**src/rtl/counter_sched_pkg.sv**
```systemverilog
// rtl/counter_sched_pkg.sv - shared state encoding and sizing helper for counter_scheduler
package counter_sched_pkg;

  localparam logic [1:0] IDLE   = 2'd0;
  localparam logic [1:0] RUN    = 2'd1;
  localparam logic [1:0] FINISH = 2'd2;

  typedef enum logic [1:0] {
    S_IDLE   = IDLE,
    S_RUN    = RUN,
    S_FINISH = FINISH
  } state_t;

  // Client index width: clog2(n), but never narrower than one bit.
  function automatic int id_width(input int n);
    int w;
    w = 0;
    for (int i = 0; i < 31; i++) begin
      if ((1 << i) < n) w = i + 1;
    end
    return (w < 1) ? 1 : w;
  endfunction

endpackage

```
**src/rtl/counter_rr_arbiter.sv**
```systemverilog
// rtl/counter_rr_arbiter.sv - combinational round-robin pick starting after the last winner
module counter_rr_arbiter
  import counter_sched_pkg::*;
#(
  parameter int Requesters = 4,
  localparam int IdW = id_width(Requesters)
) (
  input  logic [Requesters-1:0] req,
  input  logic [IdW-1:0]        last,
  output logic [Requesters-1:0] winner,
  output logic [IdW-1:0]        winner_id,
  output logic                  any_req
);

  // Walk last+1, last+2, ... wrapping once; the first set request wins.
  always_comb begin
    int            cand;
    logic [IdW-1:0] cand_id;
    logic           found;
    cand      = 0;
    cand_id   = '0;
    found     = 1'b0;
    winner_id = '0;
    winner    = '0;
    for (int i = 1; i <= Requesters; i++) begin
      cand    = (int'(last) + i) % Requesters;
      cand_id = IdW'(cand);
      if (!found && req[cand_id]) begin
        found     = 1'b1;
        winner_id = cand_id;
      end
    end
    if (found) winner[winner_id] = 1'b1;
    any_req = found;
  end

endmodule

```
**src/rtl/counter_scheduler.sv**
```systemverilog
// rtl/counter_scheduler.sv - arbitrates one interval counter among several clients
module counter_scheduler
  import counter_sched_pkg::*;
#(
  parameter int Size       = 5,
  parameter int Requesters = 4,
  localparam int IdW = id_width(Requesters)
) (
  input  logic                       clock,
  input  logic                       reset,
  input  logic [Requesters-1:0]      req,
  input  logic [Requesters*Size-1:0] len,
  output logic [Requesters-1:0]      grant,
  output logic                       busy,
  output logic [Size-1:0]            count,
  output logic                       done,
  output logic                       aborted,
  output logic [IdW-1:0]             done_id
);

  state_t                state_q, state_d;
  logic [Size-1:0]       limit_q, limit_d;
  logic [Size-1:0]       count_q, count_d;
  logic [IdW-1:0]        owner_q, owner_d;
  logic [IdW-1:0]        last_q, last_d;
  logic [Requesters-1:0] grant_q, grant_d;
  logic                  busy_q, busy_d;
  logic                  done_q, done_d;
  logic                  aborted_q, aborted_d;
  logic [IdW-1:0]        done_id_q, done_id_d;

  logic [Requesters-1:0] win;
  logic [IdW-1:0]        win_id;
  logic                  any_req;
  logic [Size-1:0]       win_len;

  counter_rr_arbiter #(
    .Requesters(Requesters)
  ) u_arb (
    .req      (req),
    .last     (last_q),
    .winner   (win),
    .winner_id(win_id),
    .any_req  (any_req)
  );

  // Select the winner's length field with constant part-selects only.
  always_comb begin
    win_len = '0;
    for (int i = 0; i < Requesters; i++) begin
      if (win_id == IdW'(i)) win_len = len[i*Size +: Size];
    end
  end

  // Next-state and next-output logic; abort has priority over completion.
  always_comb begin
    state_d   = state_q;
    limit_d   = limit_q;
    count_d   = count_q;
    owner_d   = owner_q;
    last_d    = last_q;
    grant_d   = grant_q;
    done_d    = 1'b0;
    aborted_d = 1'b0;
    done_id_d = done_id_q;
    case (state_q)
      S_IDLE: begin
        if (any_req) begin
          limit_d = win_len;
          grant_d = win;
          count_d = '0;
          owner_d = win_id;
          last_d  = win_id;
          state_d = S_RUN;
        end
      end
      S_RUN: begin
        if (!req[owner_q]) begin
          grant_d   = '0;
          aborted_d = 1'b1;
          done_id_d = owner_q;
          state_d   = S_FINISH;
        end else if (count_q == limit_q) begin
          grant_d   = '0;
          done_d    = 1'b1;
          done_id_d = owner_q;
          state_d   = S_FINISH;
        end else begin
          count_d = count_q + Size'(1);
        end
      end
      S_FINISH: begin
        count_d = '0;
        state_d = S_IDLE;
      end
      default: begin
        grant_d = '0;
        count_d = '0;
        state_d = S_IDLE;
      end
    endcase
    busy_d = |grant_d;
  end

  // State and output registers; reset points last at the top client so client 0 wins first.
  always_ff @(posedge clock or posedge reset) begin
    if (reset) begin
      state_q   <= S_IDLE;
      limit_q   <= '0;
      count_q   <= '0;
      owner_q   <= '0;
      last_q    <= IdW'(Requesters - 1);
      grant_q   <= '0;
      busy_q    <= 1'b0;
      done_q    <= 1'b0;
      aborted_q <= 1'b0;
      done_id_q <= '0;
    end else begin
      state_q   <= state_d;
      limit_q   <= limit_d;
      count_q   <= count_d;
      owner_q   <= owner_d;
      last_q    <= last_d;
      grant_q   <= grant_d;
      busy_q    <= busy_d;
      done_q    <= done_d;
      aborted_q <= aborted_d;
      done_id_q <= done_id_d;
    end
  end

  assign grant   = grant_q;
  assign busy    = busy_q;
  assign count   = count_q;
  assign done    = done_q;
  assign aborted = aborted_q;
  assign done_id = done_id_q;

endmodule
```
**config.mk**
```make
export PLATFORM = sky130hd
export DESIGN_NAME = counter_scheduler
export DESIGN_NICKNAME = d
export VERILOG_FILES = /design/src/rtl/counter_sched_pkg.sv /design/src/rtl/counter_rr_arbiter.sv /design/src/rtl/counter_scheduler.sv
export SDC_FILE = /design/constraint.sdc
export NUM_CORES = 1
export LEC_CHECK = 0
export ABC_AREA = 1
export CORE_ASPECT_RATIO = 0.75
export CORE_UTILIZATION = 25
export DETAILED_ROUTE_END_ITERATION = 12
export PLACE_DENSITY = 0.45
export SETUP_SLACK_MARGIN = 0.5
export SYNTH_ARGS = -nofsm -noshare
export SYNTH_HDL_FRONTEND = slang
export SYNTH_SLANG_ARGS = --single-unit
```
**constraint.sdc**
```tcl
create_clock -name clock -period 2.2 [get_ports clock]
set_input_delay 0.22 -clock clock [delete_from_list [all_inputs] [get_ports clock]]
set_output_delay 0.22 -clock clock [all_outputs]
set_load 0.01 [all_outputs]
```
Yosys cells after proc, flatten, opt, wreduce, memory -nomap -nowiden
Index checks and enable logic that the tools add are counted.
{"block": "classes", "reduce_logical": 14, "addsub": 5, "muxes": 43, "eq_ne": 11, "n_lt_le_gt_ge": 7}
{"operator": "2-to-1 mux 5 bit", "n": 7}
{"operator": "< comparator 2 x 3 -> 1 bit (second input constant)", "n": 6}
{"operator": "2-to-1 mux 2 bit", "n": 9}
{"operator": "2-to-1 mux 1 bit", "n": 15}
{"operator": "2-to-1 mux 4 bit", "n": 3}
{"operator": "one-hot mux 4 bit (3 select lines)", "n": 1}
{"operator": "binary-select mux 1 bit (select 2 bit)", "n": 5}
{"operator": "one-hot mux 5 bit (2 select lines)", "n": 1}
{"operator": "equality test 2 bit (second input constant)", "n": 3}
{"operator": "!= test 2 bit (second input constant)", "n": 3}
{"operator": "AND reduction 2 bit", "n": 3}
{"operator": "adder 5 x 1 -> 5 bit (second input constant)", "n": 1}
{"operator": "equality test 5 bit", "n": 1}
{"operator": "adder 2 x 1 -> 2 bit (second input constant)", "n": 2}
{"operator": "adder 2 bit (second input constant)", "n": 2}
{"operator": "equality test 2 x 1 -> 1 bit (second input constant)", "n": 2}
{"operator": "logical AND 1 bit", "n": 4}
{"operator": "zero test 2 bit", "n": 2}
{"operator": "one-hot mux 2 bit (2 select lines)", "n": 1}
{"operator": "OR reduction 4 bit", "n": 1}
{"operator": "zero test 1 bit", "n": 3}
{"operator": "!= test 3 bit (second input constant)", "n": 1}
{"operator": "AND reduction 3 bit", "n": 1}
{"operator": "demux 1 bit (select 2 bit)", "n": 1}
{"operator": "2 further kinds", "n": 2}
{"block": "totals", "input_bits": 26, "regBits": 25, "word_cells": 90}

Logic depth before layout (Yosys ltp)
{"block": "logic_depth", "word_depth": 20, "ltp_mapped": 17}

Cells and area by module
A second synthesis with hierarchy kept.
{"block": "unflattened", "hier_cells": 238, "area_unflattened_um2": 1685.4}
{"mod": "counter_scheduler", "cells_each": 163, "area_each_um2": 1306.3, "instances": 1, "seq_area_each_um2": 628.1}
{"mod": "counter_rr_arbiter", "cells_each": 75, "area_each_um2": 379.1, "instances": 1, "seq_area_each_um2": 0.0}

Worst setup path before layout
Ideal clock, no wire load.
{"block": "synth_timing", "path_kind": "reg2reg", "from": "reg last_q[1]", "to": "reg limit_q[0]", "period_less_slack_ps": 1867, "t_arrival_ps": 1750, "setup_time_ps": 116, "path_buffers": 2, "stages_incl_launch_ff": 18, "required_time_ps": 2084, "slack_ps": 333, "cell_sequence": "dfstp_2 buf_2 inv_2 nand2_1 nand2_2 nand2_2 nand2_4 nor2_8 nand2_4 nor2_4 inv_2 nand2_4 inv_2 buf_6 nand2_1 inv_1 nand2_1 nand2_1"}
{"block": "synth_via", "elab_chain_cells": 18, "elab_cells_between_ends": 35, "classes_between": "add/sub (4); eq/ne (3); mux (20); reduce/logical (8)"}
{"item": "start, declared", "line_no": "counter_scheduler.sv:25", "rtl": "logic [IdW-1:0] last_q, last_d;"}
{"item": "start signal, assigned", "line_no": "counter_scheduler.sv:112", "rtl": "last_q <= IdW'(Requesters - 1);"}
{"item": "start signal, assigned", "line_no": "counter_scheduler.sv:123", "rtl": "last_q <= last_d;"}
{"item": "adder 2 x 1 -> 2 bit", "line_no": "counter_rr_arbiter.sv:26", "rtl": "cand = (int'(last) + i) % Requesters;"}
{"item": "binary-select mux 1 bit (select 2 bit)", "line_no": "counter_rr_arbiter.sv:28", "rtl": "if (!found && req[cand_id]) begin"}
{"item": "2-to-1 mux 1 bit (implied by the code)", "line_no": "counter_rr_arbiter.sv:28"}
{"item": "2-to-1 mux 1 bit", "line_no": "counter_rr_arbiter.sv:28"}
{"item": "zero test 1 bit", "line_no": "counter_rr_arbiter.sv:28"}
{"item": "logical AND 1 bit", "line_no": "counter_rr_arbiter.sv:28"}
{"item": "2-to-1 mux 1 bit", "line_no": "counter_rr_arbiter.sv:28"}
{"item": "zero test 1 bit", "line_no": "counter_rr_arbiter.sv:28"}
{"item": "logical AND 1 bit", "line_no": "counter_rr_arbiter.sv:28"}
{"item": "2-to-1 mux 1 bit", "line_no": "counter_rr_arbiter.sv:28"}
{"item": "zero test 1 bit", "line_no": "counter_rr_arbiter.sv:28"}
{"item": "logical AND 1 bit", "line_no": "counter_rr_arbiter.sv:28"}
{"item": "2-to-1 mux 2 bit", "line_no": "counter_rr_arbiter.sv:28"}
{"item": "zero test 2 bit", "line_no": "counter_scheduler.sv:51", "rtl": "if (win_id == IdW'(i)) win_len = len[i*Size +: Size];"}
{"item": "2-to-1 mux 5 bit (4 in series)", "line_no": "counter_scheduler.sv:51"}
{"item": "end signal, assigned", "line_no": "counter_scheduler.sv:120", "rtl": "limit_q <= limit_d;"}
{"item": "end, declared", "line_no": "counter_scheduler.sv:22", "rtl": "logic [Size-1:0] limit_q, limit_d;"}
Parallel ways exist; a longest one is shown, timed or not. The select of a mux whose other input is x is not followed.
A chain may end at the register's enable or synchronous reset.

Worst setup path after layout
{"block": "layout_timing", "from": "reg last_q[0]", "to": "reg limit_q[1]"}
The elaborated chain is that of the path after synthesis.

==> metrics.txt <==
max frequency=512 MHz; number of global-route vias before repair=1392; first-pass GRT wire length=6710 um; vias per inst=4.23; synth-to-layout area growth=45.9%; H-tree lvl count=1; Ant. Diodes=0; TNS Setup=0 ns; fin crit period=1.95 ns; WHS=0.298 ns; Worst Tran Pin Value=0.324 ns; synth cell count leaders=82 x nand2_1, 25 x inv_1, 23 x dfrtp_1; register area share after synthesis=38.5%; HPWL after DPL=3020 um; core area=0.00629 mm^2; Primary FF master, synth=dfrtp_1; Max-Slew Margin vs Limit=78.4%; Post-route DRC=0; CTS tree=built; first drt pass iteration count=4; Slew Limit Fails=0; Max Cap Viol=0; status=complete, no violations; share of layout cells above drive strength 1=24.6%; Antenna Violating Nets Remaining=0; PortBufs=39; DR iter-0 viols=57; synth top area cells=dfrtp_1 35%, nand2_1 19%, inv_1 5.8%; Syn Nets=252; initial antenna violation count=0; CP required=2.36 ns; crit path kind=reg -> reg; CTS buffer count=3; num rows=25; yosys warns=0; DIE HEIGHT=72.0 um; synthesized area=0.00163 mm^2; Fin Clk Skew=0.00255 ns; WP data arrival=2.12 ns; initial cell density of the core=26.0%; RSZ-0062 raised after global routing=yes; VDD IR max=0.583 mV; GR Util All Layers=12.6%; fill cell count=668; Syn Inst Count=225; Pwr Density=1600 mW/mm^2; CTS sink cnt=25; Worst-Skew Late Latency=0.26 ns; Avg Cell Area, Syn=7.25 um^2; Nets=308; startpoint class of the critical path=flip-flop; ys async rst share=100%; width of the die=95.3 um; pin count of the biggest net entering global routing=26; Routability Congestion=0.772; Post-synth EDFFs=0; Hold Crit Class=in -> async; remaining global-route overflow=0; Static Leakage=1.18 nW; Yosys top cell area share=35.3%; period utilisation layout=88.8%; clock slew seen by the registers of the worst setup and hold paths=0.09 ns; Die ar.=0.00686 mm^2; most frequent cell after synthesis=nand2_1; clock buffer depth=2; final hold vios=0; num ports=40; DR vias=1528; Detailed Route WL=4040 um; wire per inst=11.2 um; area leader, netlist=dfrtp_1; crit-path max FO=9; Synth cell types=27; Final setup viols=0; Seq cells post-synth=25; CTS root buffer=clkbuf_8; Crit. End Element=flip-flop
[per-layer routing]
| layer | wire (um) | GRT usage [%] |
|---|---|---|
| met1 | 2100 | 19.3 |
| met2 | 1730 | 18.3 |
| met3 | 199 | 3.46 |
| met4 | 11 | 1.01 |
| met5 | 0 | 0 |
[flip-flops by register name (all words and copies together), names as in the netlist]
signal	cells
done_id	2
busy	1
owner_q	2
done	1
grant	4
state_q	2
aborted	1
count	5
last_q	2
limit_q	5
[placed cells by master, fill, tap and decap left out, drive strengths merged]
cell and instances:
clkdlybuf4s50 39, xnor2 2, dfstp 2, nor3b 1, nor3 1, xor2 5
nand3 18, buf 14, a21oi 6, a21o 3, o31ai 3, dfrtp 23
nand2 96, nand4 2, nor2 15, inv 32, ha 1, o21ai 13
clkbuf 4
[stage by stage]
step,power [mW],area (um^2),setup WS [ns],cells,utilization (%)
final,3.81,2380,0.247,361,37.9
after global placement,3.13,2130,0.00373,345,33.9
after CTS,3.65,2280,0.221,356,36.2
after global routing,4.21,2380,0.0690,361,37.9
after floorplan,2.59,1650,0.404,225,-
after detailed placement,3.09,2130,0.0429,345,33.9
[path summary, 6_finish.rpt]
kind | depth (start not counted) | slack [ns] | endpoint | startpoint
min in group clock | 2 | 0.48 | done_id[0] | done_id[0]
min reg2reg | 2 | 0.48 | done_id[0] | done_id[0]
max | 15 | 0.25 | limit_q[1] | last_q[0]
max reg2reg | 15 | 0.25 | limit_q[1] | last_q[0]
max in group asynchronous | 3 | 1.61 | last_q[1] | reset
min | 3 | 0.30 | done | reset
[power by group]
| part | switching (mW) | total (mW) | leakage (nW) | internal, mW |
|---|---|---|---|---|
| combinational | 1.64 | 2.75 | 0.840 | 1.10 |
| clock | 0.141 | 0.270 | 0.0228 | 0.129 |
| sequential | 0.138 | 0.798 | 0.319 | 0.660 |
| total | 1.92 | 3.81 | 1.18 | 1.89 |
[cells by family after synthesis]
kind of cell | synth area share (%)
buffers and inverters | 9.05
adder cells (fa/ha/maj) | 0.767
AND/OR/NAND/NOR | 38.9
AO/OA/AOI/OAI | 9.05
XOR/XNOR | 3.76
flip-flops | 38.5
[area by class of cell]
class / instances / area [um^2] / area share [%]
Timing Repair Buffer: 53 / 515 / 21.7
Multi-Input combinational cell: 166 / 957 / 40.2
Clock buffer: 4 / 45.0 / 1.89
Sequential cell: 25 / 628 / 26.4
Tap cell: 81 / 101 / 4.26
Inverter: 32 / 133 / 5.57
[what timing repair did]
| action | CTS | global route |
|---|---|---|
| gates resized for setup | 15 | 16 |
| hold buffers | 0 | 0 |
| buffers inserted | 6 | 5 |
| cloned | 1 | 0 |
| endpoints found under the setup margin | 20 | 23 |
| pin swaps | 6 | 6 |
[worst max-delay path: stages (launching register included)]
cell and delay [ns]:
dfstp_2 0.60, inv_4 0.08, nand2_2 0.08, nand2_2 0.06, nand2_2 0.11, nand2_4 0.08
nor2_8 0.11, nand3_2 0.09, nand2_4 0.09, nand2_4 0.09, nor2_4 0.17, nand2_1 0.07
nand2_1 0.06, inv_1 0.03, nand2_1 0.07, nand2_1 0.05
Power figures use the tool's default switching activity.
